**config.mk**
```make
export PLATFORM = sky130hd
export DESIGN_NAME = nonce_scheduler_flat
export DESIGN_NICKNAME = d
export VERILOG_FILES = /design/src/rtl/nonce_scheduler_if.sv /design/src/rtl/nonce_scheduler.sv /design/src/flat_wrapper.sv
export SDC_FILE = /design/constraint.sdc
export NUM_CORES = 1
export LEC_CHECK = 0
export ABC_CLOCK_PERIOD_IN_PS = 2800
export BUFFER_PORTS_ARGS = -buffer_cell sky130_fd_sc_hd__buf_2
export CAP_MARGIN = 5
export CORE_AREA = 2 2 251 253
export DETAILED_ROUTE_END_ITERATION = 10
export DIE_AREA = 0 0 253 255
export PLACE_DENSITY = 0.67
export SLEW_MARGIN = 20
export SYNTH_ARGS = -nofsm -noshare
export SYNTH_HDL_FRONTEND = slang
export SYNTH_SLANG_ARGS = --single-unit
```
**constraint.sdc**
```tcl
create_clock -name clk -period 2.8 [get_ports clk]
set_input_delay 0.56 -clock clk [delete_from_list [all_inputs] [get_ports clk]]
set_output_delay 0.56 -clock clk [all_outputs]
set_load 0.005 [all_outputs]
```
**src/rtl/nonce_scheduler_if.sv**
```systemverilog
// ============================================================================
// Module      : nonce_scheduler_if
// Description : Bundle of the job, pipeline-issue, hash-return and found-nonce
//               signals of the nonce scheduler.
//               master : job source / pipeline / found consumer (environment)
//               slave  : the scheduler itself
// Parameters  : WORD_S - nonce width
// Revision    : 1.0 - initial release
// ============================================================================
`default_nettype none

interface nonce_scheduler_if #(
    parameter int WORD_S = 32
);
    // job intake
    logic              job_valid;
    logic              job_ready;
    logic [WORD_S-1:0] job_nonce_start;
    logic [WORD_S-1:0] job_nonce_end;
    logic [255:0]      job_target;
    logic              abort;
    // pipeline issue / return
    logic              pipe_en;
    logic [WORD_S-1:0] pipe_nonce;
    logic              hash_valid;
    logic [255:0]      hash_in;
    // winning nonce
    logic              found_valid;
    logic [WORD_S-1:0] found_nonce;
    logic              found_ready;
    // status
    logic              busy;
    logic              done;
    logic              hit_lost;

    modport master (
        output job_valid, job_nonce_start, job_nonce_end, job_target, abort,
               hash_valid, hash_in, found_ready,
        input  job_ready, pipe_en, pipe_nonce, found_valid, found_nonce,
               busy, done, hit_lost
    );

    modport slave (
        input  job_valid, job_nonce_start, job_nonce_end, job_target, abort,
               hash_valid, hash_in, found_ready,
        output job_ready, pipe_en, pipe_nonce, found_valid, found_nonce,
               busy, done, hit_lost
    );
endinterface

`default_nettype wire

```
**src/rtl/nonce_scheduler.sv**
```systemverilog
// ============================================================================
// Module      : nonce_scheduler
// Description : Sequences one mining job through a fixed-latency double-SHA256
//               pipeline: issues one nonce per cycle, pairs each returning hash
//               with its nonce (results return in issue order), compares it
//               against the job target and reports winners through a one-deep
//               holding register.
// Ports       : clk   - clock, rising edge
//               reset - asynchronous reset, active low
//               bus   - nonce_scheduler_if.slave (job / pipe / hash / found /
//                       status signals)
// Parameters  : WORD_S - nonce width
//               DELAY  - cycles from pipe_en to the matching hash_valid
// Options     : NONCE_STOP_ON_HIT_EN - when defined, the first hit seen while
//               issuing stops issue and drains the pipeline.
// Revision    : 1.0 - initial release
// ============================================================================
`default_nettype none

module nonce_scheduler #(
    parameter int WORD_S = 32,
    parameter int DELAY  = 64
) (
    input  wire logic         clk,
    input  wire logic         reset,
    nonce_scheduler_if.slave  bus
);

    localparam int CNT_W = $clog2(DELAY + 1);

    typedef enum logic [1:0] {
        IDLE  = 2'd0,
        ISSUE = 2'd1,
        DRAIN = 2'd2
    } state_t;

    state_t            r_state;
    state_t            w_state_next;

    logic [WORD_S-1:0] r_issue_nonce;
    logic [WORD_S:0]   r_remaining;
    logic [WORD_S-1:0] r_ret_nonce;
    logic [CNT_W-1:0]  r_inflight;
    logic [255:0]      r_target;
    logic              r_found_valid;
    logic [WORD_S-1:0] r_found_nonce;
    logic              r_hit_lost;

    logic              w_accept;
    logic              w_issue;
    logic              w_ret;
    logic              w_hit;
    logic              w_load_found;
    logic              w_last_issue;
    logic              w_stop_hit;
    logic              w_done;
    logic [WORD_S-1:0] w_span;

    // ------------------------------------------------------------------
    // Qualifiers
    // ------------------------------------------------------------------
    always_comb begin
        w_accept     = (r_state == IDLE) & bus.job_valid;
        // the abort cycle itself issues nothing
        w_issue      = (r_state == ISSUE) & ~bus.abort;
        // returns are only meaningful while a job is live
        w_ret        = (r_state != IDLE) & bus.hash_valid;
        w_hit        = w_ret & (bus.hash_in <= r_target);
        // a hit may refill the holding register in the cycle it is emptied
        w_load_found = w_hit & (~r_found_valid | bus.found_ready);
        w_last_issue = w_issue & (r_remaining == {{WORD_S{1'b0}}, 1'b1});
        // span is taken mod 2^WORD_S before widening, so end == start-1
        // yields the full 2^WORD_S range
        w_span       = bus.job_nonce_end - bus.job_nonce_start;
`ifdef NONCE_STOP_ON_HIT_EN
        w_stop_hit   = (r_state == ISSUE) & w_hit;
`else
        w_stop_hit   = 1'b0;
`endif
    end

    // ------------------------------------------------------------------
    // FSM
    // ------------------------------------------------------------------
    always_ff @(posedge clk or negedge reset) begin
        if (!reset) begin
            r_state <= IDLE;
        end else begin
            r_state <= w_state_next;
        end
    end

    always_comb begin
        w_state_next = r_state;
        w_done       = 1'b0;
        case (r_state)
            IDLE: begin
                if (w_accept) begin
                    w_state_next = ISSUE;
                end
            end
            ISSUE: begin
                if (bus.abort || w_last_issue || w_stop_hit) begin
                    w_state_next = DRAIN;
                end
            end
            DRAIN: begin
                if ((r_inflight == '0) && !bus.hash_valid) begin
                    w_state_next = IDLE;
                    w_done       = 1'b1;
                end
            end
            default: begin
                w_state_next = IDLE;
            end
        endcase
    end

    // ------------------------------------------------------------------
    // Datapath
    // ------------------------------------------------------------------
    always_ff @(posedge clk or negedge reset) begin
        if (!reset) begin
            r_issue_nonce <= '0;
            r_remaining   <= '0;
            r_ret_nonce   <= '0;
            r_inflight    <= '0;
            r_target      <= '0;
            r_found_valid <= 1'b0;
            r_found_nonce <= '0;
            r_hit_lost    <= 1'b0;
        end else begin
            if (w_accept) begin
                r_issue_nonce <= bus.job_nonce_start;
                r_ret_nonce   <= bus.job_nonce_start;
                r_remaining   <= {1'b0, w_span} + {{WORD_S{1'b0}}, 1'b1};
                r_target      <= bus.job_target;
                r_hit_lost    <= 1'b0;
            end else begin
                if (w_issue) begin
                    r_issue_nonce <= r_issue_nonce + 1'b1;
                    r_remaining   <= r_remaining - 1'b1;
                end
                if (w_ret) begin
                    r_ret_nonce <= r_ret_nonce + 1'b1;
                end
                if (w_hit && !w_load_found) begin
                    r_hit_lost <= 1'b1;
                end
            end

            // simultaneous issue and return cancel out
            case ({w_issue, w_ret})
                2'b10:   r_inflight <= r_inflight + 1'b1;
                2'b01:   r_inflight <= r_inflight - 1'b1;
                default: r_inflight <= r_inflight;
            endcase

            if (w_load_found) begin
                r_found_valid <= 1'b1;
                r_found_nonce <= r_ret_nonce;
            end else if (bus.found_ready) begin
                r_found_valid <= 1'b0;
            end
        end
    end

    // ------------------------------------------------------------------
    // Outputs
    // ------------------------------------------------------------------
    assign bus.job_ready   = (r_state == IDLE);
    assign bus.busy        = (r_state != IDLE);
    assign bus.pipe_en     = w_issue;
    assign bus.pipe_nonce  = w_issue ? r_issue_nonce : '0;
    assign bus.done        = w_done;
    assign bus.found_valid = r_found_valid;
    assign bus.found_nonce = r_found_nonce;
    assign bus.hit_lost    = r_hit_lost;

endmodule

`default_nettype wire

```
**src/flat_wrapper.sv**
```systemverilog
// flat-port wrapper written by rule: the top's interface ports become plain ports
module nonce_scheduler_flat 
#(
    parameter int WORD_S = 32,
    parameter int DELAY  = 64
)
  (clk, reset, bus_job_valid, bus_job_nonce_start, bus_job_nonce_end, bus_job_target, bus_abort, bus_hash_valid, bus_hash_in, bus_found_ready, bus_job_ready, bus_pipe_en, bus_pipe_nonce, bus_found_valid, bus_found_nonce, bus_busy, bus_done, bus_hit_lost);
  nonce_scheduler_if #(.WORD_S(WORD_S)) bus_i ();
  input  wire logic clk;
  input  wire logic reset;
  input wire logic [$bits(bus_i.job_valid)-1:0] bus_job_valid;
  input wire logic [$bits(bus_i.job_nonce_start)-1:0] bus_job_nonce_start;
  input wire logic [$bits(bus_i.job_nonce_end)-1:0] bus_job_nonce_end;
  input wire logic [$bits(bus_i.job_target)-1:0] bus_job_target;
  input wire logic [$bits(bus_i.abort)-1:0] bus_abort;
  input wire logic [$bits(bus_i.hash_valid)-1:0] bus_hash_valid;
  input wire logic [$bits(bus_i.hash_in)-1:0] bus_hash_in;
  input wire logic [$bits(bus_i.found_ready)-1:0] bus_found_ready;
  output wire logic [$bits(bus_i.job_ready)-1:0] bus_job_ready;
  output wire logic [$bits(bus_i.pipe_en)-1:0] bus_pipe_en;
  output wire logic [$bits(bus_i.pipe_nonce)-1:0] bus_pipe_nonce;
  output wire logic [$bits(bus_i.found_valid)-1:0] bus_found_valid;
  output wire logic [$bits(bus_i.found_nonce)-1:0] bus_found_nonce;
  output wire logic [$bits(bus_i.busy)-1:0] bus_busy;
  output wire logic [$bits(bus_i.done)-1:0] bus_done;
  output wire logic [$bits(bus_i.hit_lost)-1:0] bus_hit_lost;
  assign bus_i.job_valid = bus_job_valid;
  assign bus_i.job_nonce_start = bus_job_nonce_start;
  assign bus_i.job_nonce_end = bus_job_nonce_end;
  assign bus_i.job_target = bus_job_target;
  assign bus_i.abort = bus_abort;
  assign bus_i.hash_valid = bus_hash_valid;
  assign bus_i.hash_in = bus_hash_in;
  assign bus_i.found_ready = bus_found_ready;
  assign bus_job_ready = bus_i.job_ready;
  assign bus_pipe_en = bus_i.pipe_en;
  assign bus_pipe_nonce = bus_i.pipe_nonce;
  assign bus_found_valid = bus_i.found_valid;
  assign bus_found_nonce = bus_i.found_nonce;
  assign bus_busy = bus_i.busy;
  assign bus_done = bus_i.done;
  assign bus_hit_lost = bus_i.hit_lost;
  nonce_scheduler #(.WORD_S(WORD_S), .DELAY(DELAY)) u_core (.clk(clk), .reset(reset), .bus(bus_i));
endmodule
```
======== Word level (Yosys, flattened, before mapping) ========
Cells that the tools add are included.
storage, ports and cells
  flip-flop bits (word level) ............. 396
  input bits .............................. 582
  output and inout port bits .............. 70
  logic and storage cells ................. 66
cells by class
  $add $sub $neg .......................... 7
  order comparisons ....................... 1
  equal/unequal tests ..................... 8
  multiplexer cells ....................... 18
  bitwise operators ....................... 9
  reduce and logical (&&, ||, !) cells .... 14
operator list
  cell                                                                     number
  256-bit <= comparator                                                    1
  32-bit 2-to-1 mux                                                        5
  33-bit 2-to-1 mux                                                        2
  32-bit by 1-bit adder with 32-bit output, second input constant          2
  32-bit by 1-bit adder with 33-bit output, second input constant          1
  33-bit by 1-bit == test with 1-bit output, second input constant         1
  33-bit by 1-bit subtractor with 33-bit output, second input constant     1
  32-bit subtractor                                                        1
  7-bit case mux with 2 select lines                                       1
  2-bit nonzero test                                                       6
  7-bit by 1-bit adder with 7-bit output, second input constant            1
  7-bit zero test                                                          1
  7-bit by 1-bit subtractor with 7-bit output, second input constant       1
  1-bit bitwise AND                                                        6
  1-bit 2-to-1 mux                                                         6
  2-bit 2-to-1 mux                                                         3
  2-bit case mux with 3 select lines                                       1
  2-bit by 1-bit == test with 1-bit output, second input constant          2
  2-bit == test, second input constant                                     2
  2-bit by 1-bit inequality test with 1-bit output, second input constant  2
  3-bit AND reduction                                                      1
  1-bit logical AND                                                        2
  1-bit zero test                                                          2
  2-bit zero test                                                          1
  4 further kinds                                                          5

======== Longest topological paths before layout ========
Gate-level depths: netlist (run 1).
  depth in word-level cells ............... 8
  gate-level depth with buffers ........... 16
  depth with buffers taken out ............ 14

======== Least setup slack after synthesis (run 1) ========
OpenSTA, ideal clock, no wires.
  path kind ............................... input to register
  from .................................... in bus_job_nonce_end[0]
  to ...................................... reg u_core.r_remaining[20]
  arrival ................................. 3.444 ns
  data required time ...................... 2.671 ns
  slack ................................... -0.773 ns
  stages .................................. 15
  path buffers ............................ 1
  cell sequence ........................... inv_1 > ha_1 > inv_1 > fa_1 > a21o_1 > a221oi_2 > xnor2_1 > nand3_1 > nor3_2 > and3_1 > nor2b_1 > clkbuf_1 > or3b_1 > xnor2_1 > o21ai_1
on the way
  longest elaborated chain between the ends .. 3
ends and longest elaborated chain
  element                                   RTL line                RTL
  start: declaration                        flat_wrapper.sv:13      input wire logic [$bits(bus_i.job_nonce_end)-1:0] bus_job_nonce_end;
  32-bit subtractor                         nonce_scheduler.sv:74   w_span = bus.job_nonce_end - bus.job_nonce_start;
  32-bit by 1-bit adder with 33-bit output  nonce_scheduler.sv:136  r_remaining <= {1'b0, w_span} + {{WORD_S{1'b0}}, 1'b1};
  33-bit 2-to-1 mux                         nonce_scheduler.sv:133  if (w_accept) begin
  end signal: assignment                    nonce_scheduler.sv:136
  end signal: assignment                    nonce_scheduler.sv:142  r_remaining <= r_remaining - 1'b1;
  end: declaration                          nonce_scheduler.sv:41   logic [WORD_S:0] r_remaining;
Every way passes these cells.
A chain may end at the register's enable or synchronous reset.

======== Worst setup path after layout (run 1) ========
  from .................................... reg u_core.r_target[65]
  to ...................................... reg u_core.r_found_nonce[16] (netlist: u_core.bus.found_nonce[16])
on the way
  longest elaborated chain between the ends .. 3
ends and longest elaborated chain
  element                   RTL line                RTL
  start: declaration        nonce_scheduler.sv:44   logic [255:0] r_target;
  start signal: assignment  nonce_scheduler.sv:137  r_target <= bus.job_target;
  256-bit <= comparator     nonce_scheduler.sv:68   w_hit = w_ret & (bus.hash_in <= r_target);
  1-bit bitwise AND         nonce_scheduler.sv:68
  1-bit bitwise AND         nonce_scheduler.sv:70   w_load_found = w_hit & (~r_found_valid | bus.found_ready);
  end signal: assignment    nonce_scheduler.sv:161  r_found_nonce <= r_ret_nonce;
  end: declaration          nonce_scheduler.sv:46   logic [WORD_S-1:0] r_found_nonce;
Every way passes these cells.

==> results of run 1 <==
cell type report:
cell class                 instances  area [um^2]
antenna                           40          100
multi-input combinational       2085        14800
tap                              799         1000
timing repair buffer            1098         7040
fill                            5612        26700
clock inverter                     6         51.3
sequential                       396         9910
inverter                         314         1190
clock buffer                      75         1410
worst max-delay path, cell delays in order (launching register included):
cell	delay [ns]
dfrtp_1	0.38
inv_2	0.10
ha_4	0.20
a21o_1	0.15
a21o_1	0.15
a21o_1	0.19
a221oi_2	0.21
o211ai_1	0.19
a221o_1	0.35
a211oi_2	0.23
buf_4	0.14
o211ai_1	0.15
a21oi_4	0.21
buf_12	0.16
buf_16	0.15
mux2_4	0.30
cell usage after synthesis (11+ instances only):
| cell | number | area, um^2 |
|---|---|---|
| dfrtp_1 | 396 | 9910 |
| a221o_1 | 11 | 110 |
| o311ai_0 | 11 | 96.3 |
| nor2_1 | 101 | 379 |
| nor3_1 | 46 | 230 |
| a21oi_1 | 136 | 681 |
| a21o_1 | 122 | 916 |
| and3_1 | 61 | 382 |
| o22ai_1 | 15 | 93.8 |
| ha_1 | 298 | 3730 |
| xnor2_1 | 39 | 342 |
| xor2_1 | 38 | 333 |
| o211a_1 | 20 | 200 |
| or3_1 | 13 | 81.3 |
| o211ai_1 | 24 | 180 |
| nand3_1 | 49 | 245 |
| nor2b_1 | 14 | 87.6 |
| nand2_1 | 410 | 1540 |
| inv_1 | 313 | 1170 |
| nand4_1 | 82 | 513 |
| clkbuf_1 | 90 | 338 |
| o21ai_0 | 375 | 1880 |
| mux2_2 | 33 | 372 |
| a31oi_1 | 13 | 81.3 |
| nor4_1 | 22 | 138 |
| a211oi_1 | 16 | 120 |
power breakdown:
group          switching, mW  internal [mW]  leakage [nW]  total [mW]
Combinational           8.20           7.44          12.7        15.6
Sequential              1.52           8.48          4.86        9.99
Clock                   2.53           3.44         0.715        5.97
Total                   12.2           19.4          18.3        31.6
layer usage:
layer	part of all wire (%)	GRT usage (%)	wire length (um)	vias up
met2	46	45.2	42900	930
li1	-	-	-	12300
met4	4.2	12.4	3850	12
met5	0.092	0	85	-
met1	43	36.0	39400	11800
met3	6.8	5.14	6250	198
kinds of logic after synthesis:
logic type / synth area share, %
and+or+nand+nor: 16.7
muxes: 1.50
xor gates and xnor gates: 2.65
buffers and inverters: 6.39
adders and majority gates: 14.8
AOI/OAI and AO/OA: 18.9
DFF: 39.0
worst min-delay path by stage:
stage | to | slack, ns | cells past startpoint
finish | u_core.r_target[239] | 0.18 | 3
global route | u_core.r_target[113] | 0.16 | 3
CTS | u_core.r_target[113] | 0.14 | 3
detailed placement | u_core.r_target[0] | 0.48 | 2
global placement | u_core.r_inflight[6] | 0.46 | 1
floorplan | u_core.bus.found_nonce[0] | 0.26 | 0
through the flow:
step / area [um^2] / hold slack, ns / std cells
detailed placement: 32900 / 0.477 / 4662
finish: 35500 / 0.177 / 4813
global placement: 32900 / 0.456 / 4662
global route: 35500 / 0.159 / 4811
CTS: 34900 / 0.135 / 4761
floorplan: 25700 / 0.264 / 2903
what timing repair did:
| item | CTS | global route |
|---|---|---|
| cloned | 2 | 1 |
| hold endpoints to repair | 46 | 0 |
| pin swaps | 49 | 68 |
| gates resized for setup | 73 | 83 |
| setup buffers | 16 | 14 |
| setup endpoints to repair | 51 | 60 |
| hold buffers | 1 | 0 |
flip-flops by register name, indices dropped and copies added, names as in the netlist:
name and count:
u_core.r_state 2, u_core.r_target 256, u_core.r_issue_nonce 32, u_core.r_inflight 7, u_core.bus.found_valid 1, u_core.bus.hit_lost 1, u_core.r_remaining 33, u_core.r_ret_nonce 32
u_core.bus.found_nonce 32
==> impl_metrics.env, run 1 <==
export IMPL_status="finished with violations"
export IMPL_violations="negative setup slack"
export IMPL_ios=652
export IMPL_cp_startpoint="u_core.r_target[65]"
export IMPL_rsz0062_at_grt="yes"
export IMPL_routed_wl_um=92500
export IMPL_grt_max_degree=108
export IMPL_synth_area_per_cell_um2=8.76
export IMPL_grt_pass1_wl_um=137000
export IMPL_ys_ff_latch=396
export IMPL_power_density_mw_per_mm2=890
export IMPL_synth_distinct_cells=84
export IMPL_nNetsFinal=4824
export IMPL_synth_edf_count=0
export IMPL_globalplace_congestion=0.942
export IMPL_synth_async_reset_ratio_pct=100
export IMPL_overflow=0
export IMPL_crit_end="u_core.bus.found_nonce[16]"
export IMPL_synth_cells=2903
export IMPL_power_leakage_nw=18.3
export IMPL_layout_commonest_cell="buf_2"
export IMPL_finalHoldViolations=0
export IMPL_rows=92
export IMPL_period_share_pct=121
export IMPL_fin_skew_ns=0.0264
export IMPL_post_place_ws_ns=-1.02
export IMPL_grt_pass1_vias=24800
export IMPL_final_setup_viol_count=47
export IMPL_slew_viol_final=0
export IMPL_numPortBuffers=651
export IMPL_numCtsBuffers=47
export IMPL_area_delta_synth_final_pct=39.6
export IMPL_startpoint_type="flip-flop"
export IMPL_htreeDepth=2
export IMPL_tightest_slew_ns=0.611
export IMPL_cts_tree="built"
export IMPL_reg2reg_from="u_core.r_target[65]"
export IMPL_clkTransAtPathRegs_ns=0.06
export IMPL_wl_per_cell_um=19.2
export IMPL_p_total_mw=31.6
export IMPL_dpl_hpwl_um=73700
export IMPL_yosys_warnings=0
export IMPL_ir_worst_vdd_v=0.000612
export IMPL_syn_area_mm2=0.0254
export IMPL_cts_buffer_depth=3
export IMPL_synth_ff_type="dfrtp_1"
export IMPL_min_from="bus_job_target[239]"
export IMPL_dr_total_vias=25200
export IMPL_layout_setup_ws_ns=-0.597
export IMPL_path_max_fanout=9
export IMPL_most_common_layout_cells="buf_2, buf_4, nand2_1, dfrtp_1, o21ai_0"
export IMPL_worst_endpoint_required_ns=3.26
export IMPL_hold_class="input pin to flip-flop"
export IMPL_antenna_found_initial=48
export IMPL_firstDrtPassIters=5
export IMPL_route_antenna_remaining_nets=0
export IMPL_cp_end_kind="flip-flop"
export IMPL_initial_core_util_pct=40.9
export IMPL_drive_above_1_share_pct=33.7
export IMPL_coreArea_mm2=0.0622
export IMPL_dr_first_iter_drc_count=1986
export IMPL_r2r_end="u_core.bus.found_nonce[16]"
export IMPL_die_area_mm2=0.0645
export IMPL_track_usage_pct=27.7
export IMPL_r2r_cells=15
export IMPL_chipHeight_um=255
export IMPL_die_x_um=253
export IMPL_relSlewSlack_pct=59.2
export IMPL_drc=0
export IMPL_critPathKind="flip-flop to flip-flop"
export IMPL_fmax_ghz=0.294
export IMPL_cp_arrival_ns=3.86
export IMPL_finalSetupTns_ns=-20.25
export IMPL_vias_per_cell=5.24
export IMPL_synth_nets=3785
export IMPL_r2r_setup_slack_ns=-0.60
export IMPL_final_util_pct=57.1
export IMPL_ys_seq_area_share_pct=39.0
export IMPL_cap_violations=0
export IMPL_cts_sink_count=396
export IMPL_cts_root_buf="clkbuf_16"
export IMPL_min_period_ns=3.40
export IMPL_clk_latency_ns=0.59
No activity file was read; power rests on OpenSTA's default activity.
==> run 2, diff against run 1 <==
- PLACE_DENSITY: 0.67 -> 0.65
==> run 2 against run 1 <==
Net effect:
- the flow still finishes with violations (negative setup slack)
- via count decreased by 1.5%
- total power increased by 0.89%
- first-iteration DRC count decreased by 16%
- setup slack got worse by 0.0052 ns
- highest routed layer unchanged
- global-route usage decreased by 0.17 points
- die area unchanged
- cell count about the same
- critical path depth decreased by 1
- clock power increased by 8.4%
- non-clock buffer count unchanged
- register-to-register slack about the same
- maximum frequency decreased by 0.15%
==> impl_metrics.env, run 2 (synthesis gave the netlist of run 1 again) <==
export IMPL_overflow=0
export IMPL_post_place_ws_ns=-1.11
export IMPL_chipHeight_um=255
export IMPL_ios=652
export IMPL_tightest_slew_ns=0.556
export IMPL_drc=0
export IMPL_finalHoldViolations=0
export IMPL_route_antenna_remaining_nets=0
export IMPL_grt_max_degree=72
export IMPL_clk_latency_ns=0.59
export IMPL_cpLargestDelayFamily="simple AND/OR/NAND/NOR gates"
export IMPL_slew_viol_final=0
export IMPL_die_area_mm2=0.0645
export IMPL_critPathKind="flip-flop to flip-flop"
export IMPL_ir_worst_vdd_v=0.000606
export IMPL_clkTransAtPathRegs_ns=0.06
export IMPL_fill_cells=5606
export IMPL_numCtsBuffers=47
export IMPL_period_share_pct=122
export IMPL_p_total_mw=31.9
export IMPL_layout_setup_ws_ns=-0.602
export IMPL_largest_reg_flops=256
export IMPL_cts_buffer_depth=3
export IMPL_pwr_share_seq_pct=31.1
export IMPL_rsz0062_at_grt="yes"
export IMPL_status="finished with violations"
export IMPL_cts_root_buf="clkbuf_16"
export IMPL_vias_per_cell=5.16
export IMPL_pwr_share_comb_pct=48.6
export IMPL_fin_skew_ns=0.0169
export IMPL_nNetsFinal=4824
export IMPL_path_cells="inv_1 > ha_1 > nand4_1 > or4_1 > nor3_1 > buf_4 > nand4_1 > a211oi_2 > nor4_4 > o211ai_1 > a21oi_4 > buf_6 > buf_12 > mux2_4"
export IMPL_crit_top_cell="nand4_1"
export IMPL_grt_pass1_vias=24200
export IMPL_routed_wl_um=92000
export IMPL_coreArea_mm2=0.0622
export IMPL_dr_total_vias=24900
export IMPL_power_density_mw_per_mm2=897
export IMPL_grt_pass1_wl_um=137000
export IMPL_path_max_fanout=8
export IMPL_initial_core_util_pct=40.9
export IMPL_drive_above_1_share_pct=33.8
export IMPL_power_leakage_nw=18.4
export IMPL_slowest_delay_ns=0.59
export IMPL_firstDrtPassIters=5
export IMPL_dpl_hpwl_um=73400
export IMPL_globalplace_congestion=0.933
export IMPL_cp_slowest_cell="or4_1"
export IMPL_sw_frac_of_total_pct=38.4
export IMPL_final_util_pct=57.2
export IMPL_clkPwrFrac_pct=20.3
export IMPL_final_setup_viol_count=52
export IMPL_antenna_found_initial=39
export IMPL_layout_commonest_cell="buf_2"
export IMPL_dr_first_iter_drc_count=1675
export IMPL_die_x_um=253
export IMPL_rows=92
export IMPL_fmax_ghz=0.294
export IMPL_relSlewSlack_pct=62.6
export IMPL_cts_sink_count=396
export IMPL_area_delta_synth_final_pct=39.8
export IMPL_regMostFlops="u_core.r_target"
export IMPL_worst_endpoint_required_ns=3.26
export IMPL_wl_per_cell_um=19.1
export IMPL_track_usage_pct=27.5
export IMPL_numPortBuffers=651
export IMPL_power_switching_mw=12.2
export IMPL_top_regs="u_core.r_target x256, u_core.r_remaining x33"
export IMPL_min_period_ns=3.40
export IMPL_cap_violations=0
export IMPL_p_int_mw=19.6
export IMPL_most_common_layout_cells="buf_2, buf_4, nand2_1, dfrtp_1, o21ai_0"
export IMPL_htreeDepth=2
export IMPL_critPathBufInv=4
export IMPL_hold_class="input pin to flip-flop"
export IMPL_startpoint_type="flip-flop"
export IMPL_cp_end_kind="flip-flop"
export IMPL_cts_tree="built"
export IMPL_violations="negative setup slack"
export IMPL_cp_arrival_ns=3.86
run 2: changes by cell type in the layout (fill, tap and decap cells not counted), moves of 5 or more:
cell,change
clkbuf_1,-14
buf_6,+9
clkinv_2,+7
buf_12,-6
and3_4,-5
nor3_1,+5
run 2: through the flow:
stage / cells / area [um^2] / setup TNS (ns) / hold WS (ns)
final: 4817 / 35500 / -22.91 / 0.172
after global routing: 4812 / 35500 / -31.64 / 0.158
after floorplan: 2903 / 25700 / -17.38 / 0.264
after CTS: 4768 / 35000 / -21.46 / 0.133
after global placement: 4653 / 32800 / -51.60 / 0.458
after detailed placement: 4653 / 32800 / -53.95 / 0.485
run 2: worst paths after layout:
| check | depth (start not counted) | startpoint | slack, ns | endpoint |
|---|---|---|---|---|
| worst max-delay path | 14 | u_core.r_target[105] | -0.60 | u_core.bus.found_nonce[13] |
| worst min-delay path | 3 | bus_job_target[65] | 0.17 | u_core.r_target[65] |
| worst max register to register | 14 | u_core.r_target[105] | -0.60 | u_core.bus.found_nonce[13] |
| worst min register to register | 1 | u_core.bus.hit_lost | 0.48 | u_core.bus.hit_lost |
| max in group asynchronous | 4 | reset | 1.34 | u_core.r_target[73] |
| min in group asynchronous | 2 | reset | 0.51 | u_core.r_target[144] |
run 2: cell type report:
class | instances | area (um^2) | share of cell area, %
Antenna cell | 38 | 95.1 | 0.268
Clock buffer | 63 | 1380 | 3.88
Tap cell | 799 | 1000 | 2.81
Timing Repair Buffer | 1098 | 6980 | 19.6
Inverter | 314 | 1190 | 3.35
Multi-Input combinational cell | 2085 | 14700 | 41.4
Clock inverter | 24 | 260 | 0.732
Sequential cell | 396 | 9910 | 27.9
run 2: power by group through the flow:
stage               sequential (mW)  clock, mW  combinational [mW]
floorplan                      9.61          0                8.90
global placement               9.87          0                14.5
detailed placement             9.94          0                14.8
CTS                            9.87       6.61                15.2
global route                   10.2       6.84                17.4
finish                         9.91       6.47                15.5
run 2: timing repair:
item                                    CTS  global route
resized for setup                        72            77
pin swaps                                51            52
hold buffers                              1             0
endpoints found under the hold margin    44             0
setup buffers                            27            13
endpoints found under the setup margin   54            60
gates cloned                              3             1
run 2: routing by layer:
layer  share of wire [%]  track usage, %  routed length [um]  vias up
met2                  46            44.9               42700      741
met1                  44            35.9               40000    11600
li1                    -               -                   -    12300
met3                 5.9            4.45                5390      185
met5               0.047               0                  43        -
met4                 4.2            13.1                3860        6
run 2: worst min-delay path, cell delays in order:
cell,delay (ns)
buf_2,0.07
nand2_1,0.03
o21ai_0,0.05
